File: config.mk
export PLATFORM = sky130hd
export DESIGN_NAME = rw_command_sequencer
export DESIGN_NICKNAME = d
export VERILOG_FILES = /design/src/rtl/rw_command_sequencer.sv
export SDC_FILE = /design/constraint.sdc
export NUM_CORES = 1
export LEC_CHECK = 0
export BUFFER_PORTS_ARGS = -buffer_cell sky130_fd_sc_hd__clkbuf_2
export CORE_AREA = 2 2 65 67
export DETAILED_ROUTE_END_ITERATION = 6
export DIE_AREA = 0 0 67 69
export GPL_TIMING_DRIVEN = 0
export HOLD_SLACK_MARGIN = 0.06
export SYNTH_ARGS = -nofsm -noshare
export SYNTH_HDL_FRONTEND = slang
export SYNTH_SLANG_ARGS = --single-unit
File: constraint.sdc
create_clock -name clk -period 3.2 [get_ports clk]
set_clock_uncertainty 0.05 [all_clocks]
set_input_delay 0.64 -clock clk [delete_from_list [all_inputs] [get_ports clk]]
set_output_delay 0.64 -clock clk [all_outputs]
set_load 0.01 [all_outputs]
File: src/rtl/rw_command_sequencer.sv
// Bus-side front end of the PIC: synchronises CPU strobes, tracks the ICW sequence and
// emits command codes to Control_Logic. Optional poll command: define RW_POLL_CMD_EN.
module rw_command_sequencer #(
  parameter int SYNC_STAGES = 2
) (
  input  logic       clk,
  input  logic       rst_n,
  input  logic       cs_n,
  input  logic       wr_n,
  input  logic       rd_n,
  input  logic       a0,
  input  logic [7:0] data_in,
  output logic [7:0] rw_data,
  output logic [2:0] rw_flag,
  output logic [2:0] read_sel,
  output logic       init_done,
  output logic       sngl,
  output logic       ic4,
  output logic       illegal_wr
);

  localparam logic [2:0] F_ICW1 = 3'd0, F_ICW2 = 3'd1, F_ICW3 = 3'd2, F_ICW4 = 3'd3;
  localparam logic [2:0] F_OCW1 = 3'd4, F_OCW2 = 3'd5, F_OCW3 = 3'd6, F_IDLE = 3'd7;

  typedef enum logic [2:0] {
    WAIT_ICW1, WAIT_ICW2, WAIT_ICW3, WAIT_ICW4, READY
  } state_e;

  logic [SYNC_STAGES-1:0] cs_sync_q, wr_sync_q, rd_sync_q;
  logic cs_s, wr_s, rd_s;
  logic wr_prev_q, cs_prev_q, seen_low_q, wr_commit;
  logic       hold_a_q;
  logic [7:0] hold_d_q;

  state_e     state_q;
  logic [7:0] rw_data_q;
  logic [2:0] rw_flag_q;
  logic       init_done_q, sngl_q, ic4_q, illegal_q, ris_q;

  assign cs_s = cs_sync_q[SYNC_STAGES-1];
  assign wr_s = wr_sync_q[SYNC_STAGES-1];
  assign rd_s = rd_sync_q[SYNC_STAGES-1];

  // The wr chain resets low so a strobe held low across reset release never
  // shows a falling edge and therefore never arms seen_low_q.
  always_ff @(posedge clk or negedge rst_n) begin
    if (!rst_n) begin
      cs_sync_q  <= '1;
      rd_sync_q  <= '1;
      wr_sync_q  <= '0;
      wr_prev_q  <= 1'b0;
      cs_prev_q  <= 1'b1;
      seen_low_q <= 1'b0;
      hold_a_q   <= 1'b0;
      hold_d_q   <= '0;
    end else begin
      cs_sync_q <= {cs_sync_q[SYNC_STAGES-2:0], cs_n};
      wr_sync_q <= {wr_sync_q[SYNC_STAGES-2:0], wr_n};
      rd_sync_q <= {rd_sync_q[SYNC_STAGES-2:0], rd_n};
      wr_prev_q <= wr_s;
      cs_prev_q <= cs_s;
      if (wr_prev_q && !wr_s) seen_low_q <= 1'b1;
      else if (wr_s)          seen_low_q <= 1'b0;
      if (!wr_s && !cs_s) begin
        hold_a_q <= a0;
        hold_d_q <= data_in;
      end
    end
  end

  assign wr_commit = wr_s && !wr_prev_q && seen_low_q && !cs_prev_q;

`ifdef RW_POLL_CMD_EN
  logic poll_pending_q, poll_rd_q, rd_prev_q;
  always_ff @(posedge clk or negedge rst_n) begin
    if (!rst_n) begin
      poll_rd_q <= 1'b0;
      rd_prev_q <= 1'b1;
    end else begin
      poll_rd_q <= (read_sel == 3'b111);
      rd_prev_q <= rd_s;
    end
  end
`endif

  always_ff @(posedge clk or negedge rst_n) begin
    if (!rst_n) begin
      state_q     <= WAIT_ICW1;
      rw_data_q   <= '0;
      rw_flag_q   <= F_IDLE;
      init_done_q <= 1'b0;
      sngl_q      <= 1'b0;
      ic4_q       <= 1'b0;
      illegal_q   <= 1'b0;
      ris_q       <= 1'b0;
`ifdef RW_POLL_CMD_EN
      poll_pending_q <= 1'b0;
`endif
    end else begin
      rw_flag_q <= F_IDLE;
      illegal_q <= 1'b0;
`ifdef RW_POLL_CMD_EN
      if (rd_s && !rd_prev_q && poll_rd_q) poll_pending_q <= 1'b0;
`endif
      if (wr_commit) begin
        if (!hold_a_q && hold_d_q[4]) begin
          rw_flag_q   <= F_ICW1;
          rw_data_q   <= hold_d_q;
          sngl_q      <= hold_d_q[1];
          ic4_q       <= hold_d_q[0];
          init_done_q <= 1'b0;
          ris_q       <= 1'b0;
`ifdef RW_POLL_CMD_EN
          poll_pending_q <= 1'b0;
`endif
          state_q     <= WAIT_ICW2;
        end else begin
          case (state_q)
            WAIT_ICW2: begin
              if (hold_a_q) begin
                rw_flag_q <= F_ICW2;
                rw_data_q <= hold_d_q;
                if (!sngl_q)    state_q <= WAIT_ICW3;
                else if (ic4_q) state_q <= WAIT_ICW4;
                else begin
                  state_q     <= READY;
                  init_done_q <= 1'b1;
                end
              end else illegal_q <= 1'b1;
            end
            WAIT_ICW3: begin
              if (hold_a_q) begin
                rw_flag_q <= F_ICW3;
                rw_data_q <= hold_d_q;
                if (ic4_q) state_q <= WAIT_ICW4;
                else begin
                  state_q     <= READY;
                  init_done_q <= 1'b1;
                end
              end else illegal_q <= 1'b1;
            end
            WAIT_ICW4: begin
              if (hold_a_q) begin
                rw_flag_q   <= F_ICW4;
                rw_data_q   <= hold_d_q;
                state_q     <= READY;
                init_done_q <= 1'b1;
              end else illegal_q <= 1'b1;
            end
            READY: begin
              rw_data_q <= hold_d_q;
              if (hold_a_q) rw_flag_q <= F_OCW1;
              else if (!hold_d_q[3]) rw_flag_q <= F_OCW2;
              else begin
                // d[4]=1 was already taken as ICW1, so only 00/01 reach here
                rw_flag_q <= F_OCW3;
                if (hold_d_q[1]) ris_q <= hold_d_q[0];
`ifdef RW_POLL_CMD_EN
                if (hold_d_q[2]) poll_pending_q <= 1'b1;
`endif
              end
            end
            default: illegal_q <= 1'b1;
          endcase
        end
      end
    end
  end

  // A read overlapping a synced write is suppressed; the write still commits.
  always_comb begin
    read_sel = 3'b000;
    if (!cs_s && !rd_s && wr_s) begin
      if (a0) read_sel = 3'b011;
`ifdef RW_POLL_CMD_EN
      else if (poll_pending_q) read_sel = 3'b111;
`endif
      else read_sel = {ris_q, 2'b01};
    end
  end

  assign rw_data    = rw_data_q;
  assign rw_flag    = rw_flag_q;
  assign init_done  = init_done_q;
  assign sngl       = sngl_q;
  assign ic4        = ic4_q;
  assign illegal_wr = illegal_q;

endmodule

==> impl_metrics.json, run 1 <==
{
  "clk_latency_ns": 0.28,
  "num_vias": 1007,
  "max-slew-margin-rel_pct": 42.1,
  "cts_num_sinks": 37,
  "avgRoutedWirePerCell_um": 13.3,
  "die_w_um": 67,
  "cp-startpoint": "wr_sync_q[1]$_DFF_PN0_",
  "cts_tree": "yes",
  "design.portCount": 32,
  "start_util_pct": 39.0,
  "grt_pass1_vias": 1044,
  "layout.nets": 165,
  "globalplace.congestion": 0.816,
  "hold_viol_final": 0,
  "synth_seq_cells": 37,
  "cts_hold_buf": 0,
  "post_cts_resized": 0,
  "cp_cell_sequence": "nor3b_1 -> and3b_1 -> clkbuf_2",
  "htree_levels": 2,
  "period_minus_slack_ns": 2.00,
  "grt_antenna_before_repair": 0,
  "crit_fanout": 6,
  "dieHeight_um": 69,
  "status": "finished clean",
  "setup_tns_ns": 0,
  "dp_slack_ns": 1.45,
  "yosysSeqAreaShare_pct": 61.3,
  "arrival_ns": 1.31,
  "cts_root_buf": "clkbuf_8",
  "synth.distinct_cells": 38,
  "critPathKind": "register to output pin",
  "power_density_mw_per_mm2": 676,
  "grt-ovfl-total": 0,
  "cpMaxStageDelayCell": "dfrtp_1",
  "leakage_nw": 0.884,
  "cp_data_required_time_ns": 2.51,
  "worst_pin_slew_ns": 0.868,
  "drcViolationCount": 0,
  "final_max_slew_viol_count": 0,
  "slowest_delay_ns": 0.41,
  "route.detailed.vias_per_inst": 4.99,
  "grt.total_usage_pct": 13.5,
  "synth-edff-count": 0,
  "hold_path_class": "register to register",
  "coreArea_mm2": 0.00391,
  "hold_end": "wr_sync_q[1]$_DFF_PN0_",
  "io_buffers": 31,
  "area_delta_synth_final_pct": 20.2,
  "synthesis.nets": 127,
  "antennaDiodeCount": 0,
  "final_common_cell": "clkbuf_2",
  "drv_cap": 0,
  "drtAntennaViolNets": 0,
  "setup_violations": 0,
  "fin_crit_sh_pct": 62.4,
  "design_area_mm2": 0.00183,
  "dieArea_mm2": 0.00462,
  "cts_made_buffers": 5,
  "clock.fmax_ghz": 0.501,
  "first_iter_violations": 53,
  "syn_avg_cell_area_um2": 13.5,
  "rsz0062_at_grt": "false",
  "dominantRegCellSynth": "dfrtp_1",
  "yosys_warnings": 0,
  "async_reset_ff_share_pct": 100,
  "cp-end-kind": "output pin",
  "grt_max_degree": 38,
  "rr_endpoint": "rw_data[7]$_DFFE_PN0P_",
  "grt_first_pass_wirelength_mm": 4.78,
  "worst_slack_ns": 1.20,
  "rows": 23,
  "syn_inst": 113,
  "max-clock-path-buffers": 2,
  "worstSetupStartpointType": "register",
  "wirelength_mm": 2.69,
  "firstDrtPassIters": 4,
  "final_cell_mix": "31 x clkbuf_2, 29 x dfrtp_1, 9 x nor2_1, 9 x mux2_2, 8 x dfstp_2",
  "reg2regPathDepth": 5,
  "place_area_mm2": 0.00174,
  "post-cts-setup-buffers": 0,
  "reg2reg_from": "state_q[0]$_DFFE_PN0P_",
  "syn_area_mm2": 0.00153,
  "final_layout_size_suffix_gt1_share_pct": 44.7,
  "hold_start": "wr_sync_q[0]$_DFF_PN0_",
  "hpwl_mm": 1.92,
  "reg2reg_slack_ns": 1.46,
  "hold_depth": 0,
  "path_clk_slew_ns": 0.06,
  "ir_drop_mv": 0.363
}
## cells by family (layout without fill, tap and decap cells)
logic type	after synthesis	after routing	share of synthesized area [%]
simple gates	32	32	12.7
mux	18	18	14.8
compound gates	21	21	9.18
flops	37	37	61.3
buf+inv	5	44	1.97
## cell usage after synthesis (all sizes together), types with 2 or more instances
| master | instances | area (um2) |
|---|---|---|
| or3 | 3 | 18.8 |
| dfrtp | 29 | 726 |
| o21ai | 5 | 25.0 |
| mux2i | 2 | 20.0 |
| nand2b | 3 | 18.8 |
| nand2 | 3 | 18.8 |
| inv | 2 | 7.51 |
| nor2 | 9 | 33.8 |
| a21oi | 7 | 35.0 |
| dfstp | 8 | 210 |
| mux2 | 16 | 206 |
| nand3 | 2 | 10.0 |
| buf | 2 | 18.8 |
## routing by layer
layer / vias to the layer above / global-route usage (%) / share of wire (%)
met1: 492 / 17.5 / 44
met2: 32 / 20.5 / 47
met3: 7 / 3.92 / 7.1
li1: 476 / - / -
met4: 0 / 6.12 / 2.0
met5: - / 0 / 0
## state kept, by name, summed over array words and instances (netlist names), 2 cells and up
signal	count
cs_sync_q	2
hold_d_q	8
rd_sync_q	2
rw_data	8
rw_flag	3
state_q	3
wr_sync_q	2
## worst max-delay path by stage
stage                       end  slack (ns)  depth (start not counted)
floorplan           read_sel[2]        1.46                          2
global placement    read_sel[2]        1.45                          3
detailed placement  read_sel[2]        1.45                          3
CTS                 read_sel[2]        1.18                          3
global route        read_sel[2]        1.03                          3
finish              read_sel[2]        1.20                          3
## cell type report
type / instances / area [um2]
multi-input combinational: 71 / 561
fill: 381 / 2080
sequential: 37 / 936
timing repair buffer: 31 / 155
clock buffer: 8 / 90.1
inverter: 2 / 7.51
tap: 50 / 62.6
buffer: 3 / 22.5
## worst max-delay path, delay by kind of cell, from the launching register on
kind / cells / cell delay (ns)
buf+inv: 1 / 0.13
flops: 1 / 0.41
simple gates: 2 / 0.50
## metrics by stage
stage / cells / hold slack (ns) / utilization, % / power (W)
after floorplan: 113 / 0.281 / - / 0.000821
after global placement: 194 / 0.285 / 44.6 / 0.000915
after detailed placement: 194 / 0.288 / 44.6 / 0.000926
after CTS: 202 / 0.302 / 46.9 / 0.00126
after global routing: 202 / 0.307 / 46.9 / 0.00132
final: 202 / 0.300 / 46.9 / 0.00124
## report_power, final
part / switching [W] / total (W) / internal (W)
clock network: 0.000150 / 0.000325 / 0.000175
logic: 0.000139 / 0.000303 / 0.000163
registers: 0.0000599 / 0.000612 / 0.000552
Power figures use the tool's default switching activity.
==> inputs of run 2 (changes only) <==
==> constraint.sdc (replaced) <==
create_clock -name clk -period 1.6 [get_ports clk]
set_clock_uncertainty 0.05 [all_clocks]
set_input_delay 0.32 -clock clk [delete_from_list [all_inputs] [get_ports clk]]
set_output_delay 0.32 -clock clk [all_outputs]
set_load 0.01 [all_outputs]
==> run 2 against run 1 <==
- the run now ends with negative setup slack left
- clock power is 100% higher
- global-route usage is 0.41 points higher
- critical path depth rose by 1
- non-clock buffer count up 6
- cell area up 8.0%
- first-iteration DRC count up 30%
- register-to-register slack lost 1.5 ns
- sequential share of layout area decreased by 3.6 points
- largest cell class unchanged
- total power grew 110%
- clock-buffer cell count unchanged
- worst setup slack got worse by 1.2 ns
- worst hold slack lost 0.23 ns
==> impl_metrics.json, run 2 (synthesis results as in run 1) <==
{
  "critPathKind": "register to register",
  "fillCellCount": 364,
  "drtAntennaViolNets": 0,
  "reg2regPathDepth": 4,
  "design.portCount": 32,
  "status": "finished, violations left",
  "multi_input_area_um2": 643,
  "hold_viol_final": 0,
  "rows": 23,
  "htree_levels": 2,
  "place_area_mm2": 0.00174,
  "cts_tree": "yes",
  "grt_pass1_vias": 1083,
  "dieHeight_um": 69,
  "setup_tns_ns": -0.115,
  "area_delta_synth_final_pct": 29.8,
  "layout.nets": 171,
  "rsz0062_at_grt": "true",
  "start_util_pct": 39.0,
  "grt.total_usage_pct": 13.9,
  "final_common_cell": "clkbuf_2",
  "globalplace.congestion": 0.816,
  "first_iter_violations": 69,
  "avgRoutedWirePerCell_um": 14.1,
  "worst_pin_slew_ns": 0.865,
  "arrival_ns": 1.74,
  "final_max_slew_viol_count": 0,
  "ir_drop_mv": 0.729,
  "cts_hold_buf": 0,
  "grt_first_pass_wirelength_mm": 4.94,
  "hold_start": "cs_n",
  "grt_antenna_before_repair": 0,
  "final_layout_size_suffix_gt1_share_pct": 55.1,
  "cts_root_buf": "clkbuf_8",
  "worstSetupStartpointType": "register",
  "seq_area_um2": 940,
  "period_minus_slack_ns": 1.62,
  "clock.fmax_ghz": 0.616,
  "hold_path_class": "input port to register",
  "hold_depth": 1,
  "fin_crit_sh_pct": 101,
  "cp-end-kind": "register",
  "setup_violations": 7,
  "antennaDiodeCount": 0,
  "drv_cap": 0,
  "grt-ovfl-total": 0,
  "firstDrtPassIters": 3,
  "drcViolationCount": 0,
  "max-slew-margin-rel_pct": 42.4,
  "die_w_um": 67,
  "power_density_mw_per_mm2": 1330,
  "reg2reg_from": "state_q[0]$_DFFE_PN0P_",
  "cts_made_buffers": 5,
  "coreArea_mm2": 0.00391,
  "clk_latency_ns": 0.28,
  "io_buffers": 31,
  "power_w": 0.00263,
  "cp_data_required_time_ns": 1.71,
  "worst_slack_ns": -0.0238,
  "hold_end": "cs_sync_q[0]$_DFF_PN1_",
  "violations": "negative setup slack",
  "grt_max_degree": 38,
  "num_vias": 1047,
  "leakage_nw": 0.938,
  "hpwl_mm": 1.92,
  "wirelength_mm": 2.94,
  "path_clk_slew_ns": 0.07,
  "reg2reg_slack_ns": -0.02,
  "rr_endpoint": "rw_data[7]$_DFFE_PN0P_",
  "dieArea_mm2": 0.00462,
  "cts_num_sinks": 37,
  "final_cell_mix": "31 x clkbuf_2, 26 x dfrtp_1, 9 x mux2_2",
  "crit_fanout": 7,
  "design_area_mm2": 0.00198,
  "max-clock-path-buffers": 2,
  "route.detailed.vias_per_inst": 5.03
}
run 2: worst max path at each step:
stage | cells after the start | start | endpoint | slack [ns]
2_1_floorplan | 5 | state_q[0]$_DFFE_PN0P_ | rw_data[0]$_DFFE_PN0P_ | 0.01
3_3_place_gp | 5 | state_q[0]$_DFFE_PN0P_ | rw_data[1]$_DFFE_PN0P_ | -0.08
3_5_place_dp | 5 | state_q[0]$_DFFE_PN0P_ | rw_data[2]$_DFFE_PN0P_ | -0.11
4_1_cts | 5 | state_q[0]$_DFFE_PN0P_ | rw_data[7]$_DFFE_PN0P_ | -0.03
5_1_grt | 4 | state_q[0]$_DFFE_PN0P_ | rw_data[1]$_DFFE_PN0P_ | -0.06
6_report | 4 | state_q[0]$_DFFE_PN0P_ | rw_data[7]$_DFFE_PN0P_ | -0.02
run 2: critical path: stages, from the launching register on:
cell,delay [ns]
dfrtp_2,0.46
or3b_4,0.43
o211ai_4,0.10
nand2_4,0.14
mux2_4,0.32
run 2: area by class of cell:
cell class / instances / share of cell area (%)
tap: 50 / 3.16
inverter: 2 / 0.379
sequential: 37 / 47.4
buffer: 1 / 0.568
multi-input combinational: 71 / 32.4
clock buffer: 8 / 4.55
timing repair buffer: 39 / 11.5
run 2: repair_timing:
item                       CTS  global route
buffers inserted             4             4
pin swaps                    3             5
setup endpoints to repair   19            16
gates resized for setup      8            12
run 2: metrics by stage:
stage	cells	setup slack (ns)	utilization (%)	hold WS [ns]
2_1_floorplan	113	0.0109	-	-0.0256
3_3_place_gp	194	-0.0818	44.6	0.285
3_5_place_dp	194	-0.111	44.6	0.288
4_1_cts	206	-0.0286	48.4	0.0627
5_1_grt	208	-0.0563	50.6	0.0661
6_report	208	-0.0238	50.6	0.0691
run 2: power breakdown:
part | internal (W) | switching, W
clock network | 0.000351 | 0.000301
registers | 0.00111 | 0.000142
logic | 0.000405 | 0.000325
total | 0.00186 | 0.000768
run 2: per-layer routing:
layer	global-route usage, %	up-vias	routed length [um]
met4	6.58	0	70
li1	-	490	-
met1	18.0	515	1260
met5	0	-	0
met3	3.92	9	189
met2	21.1	33	1410
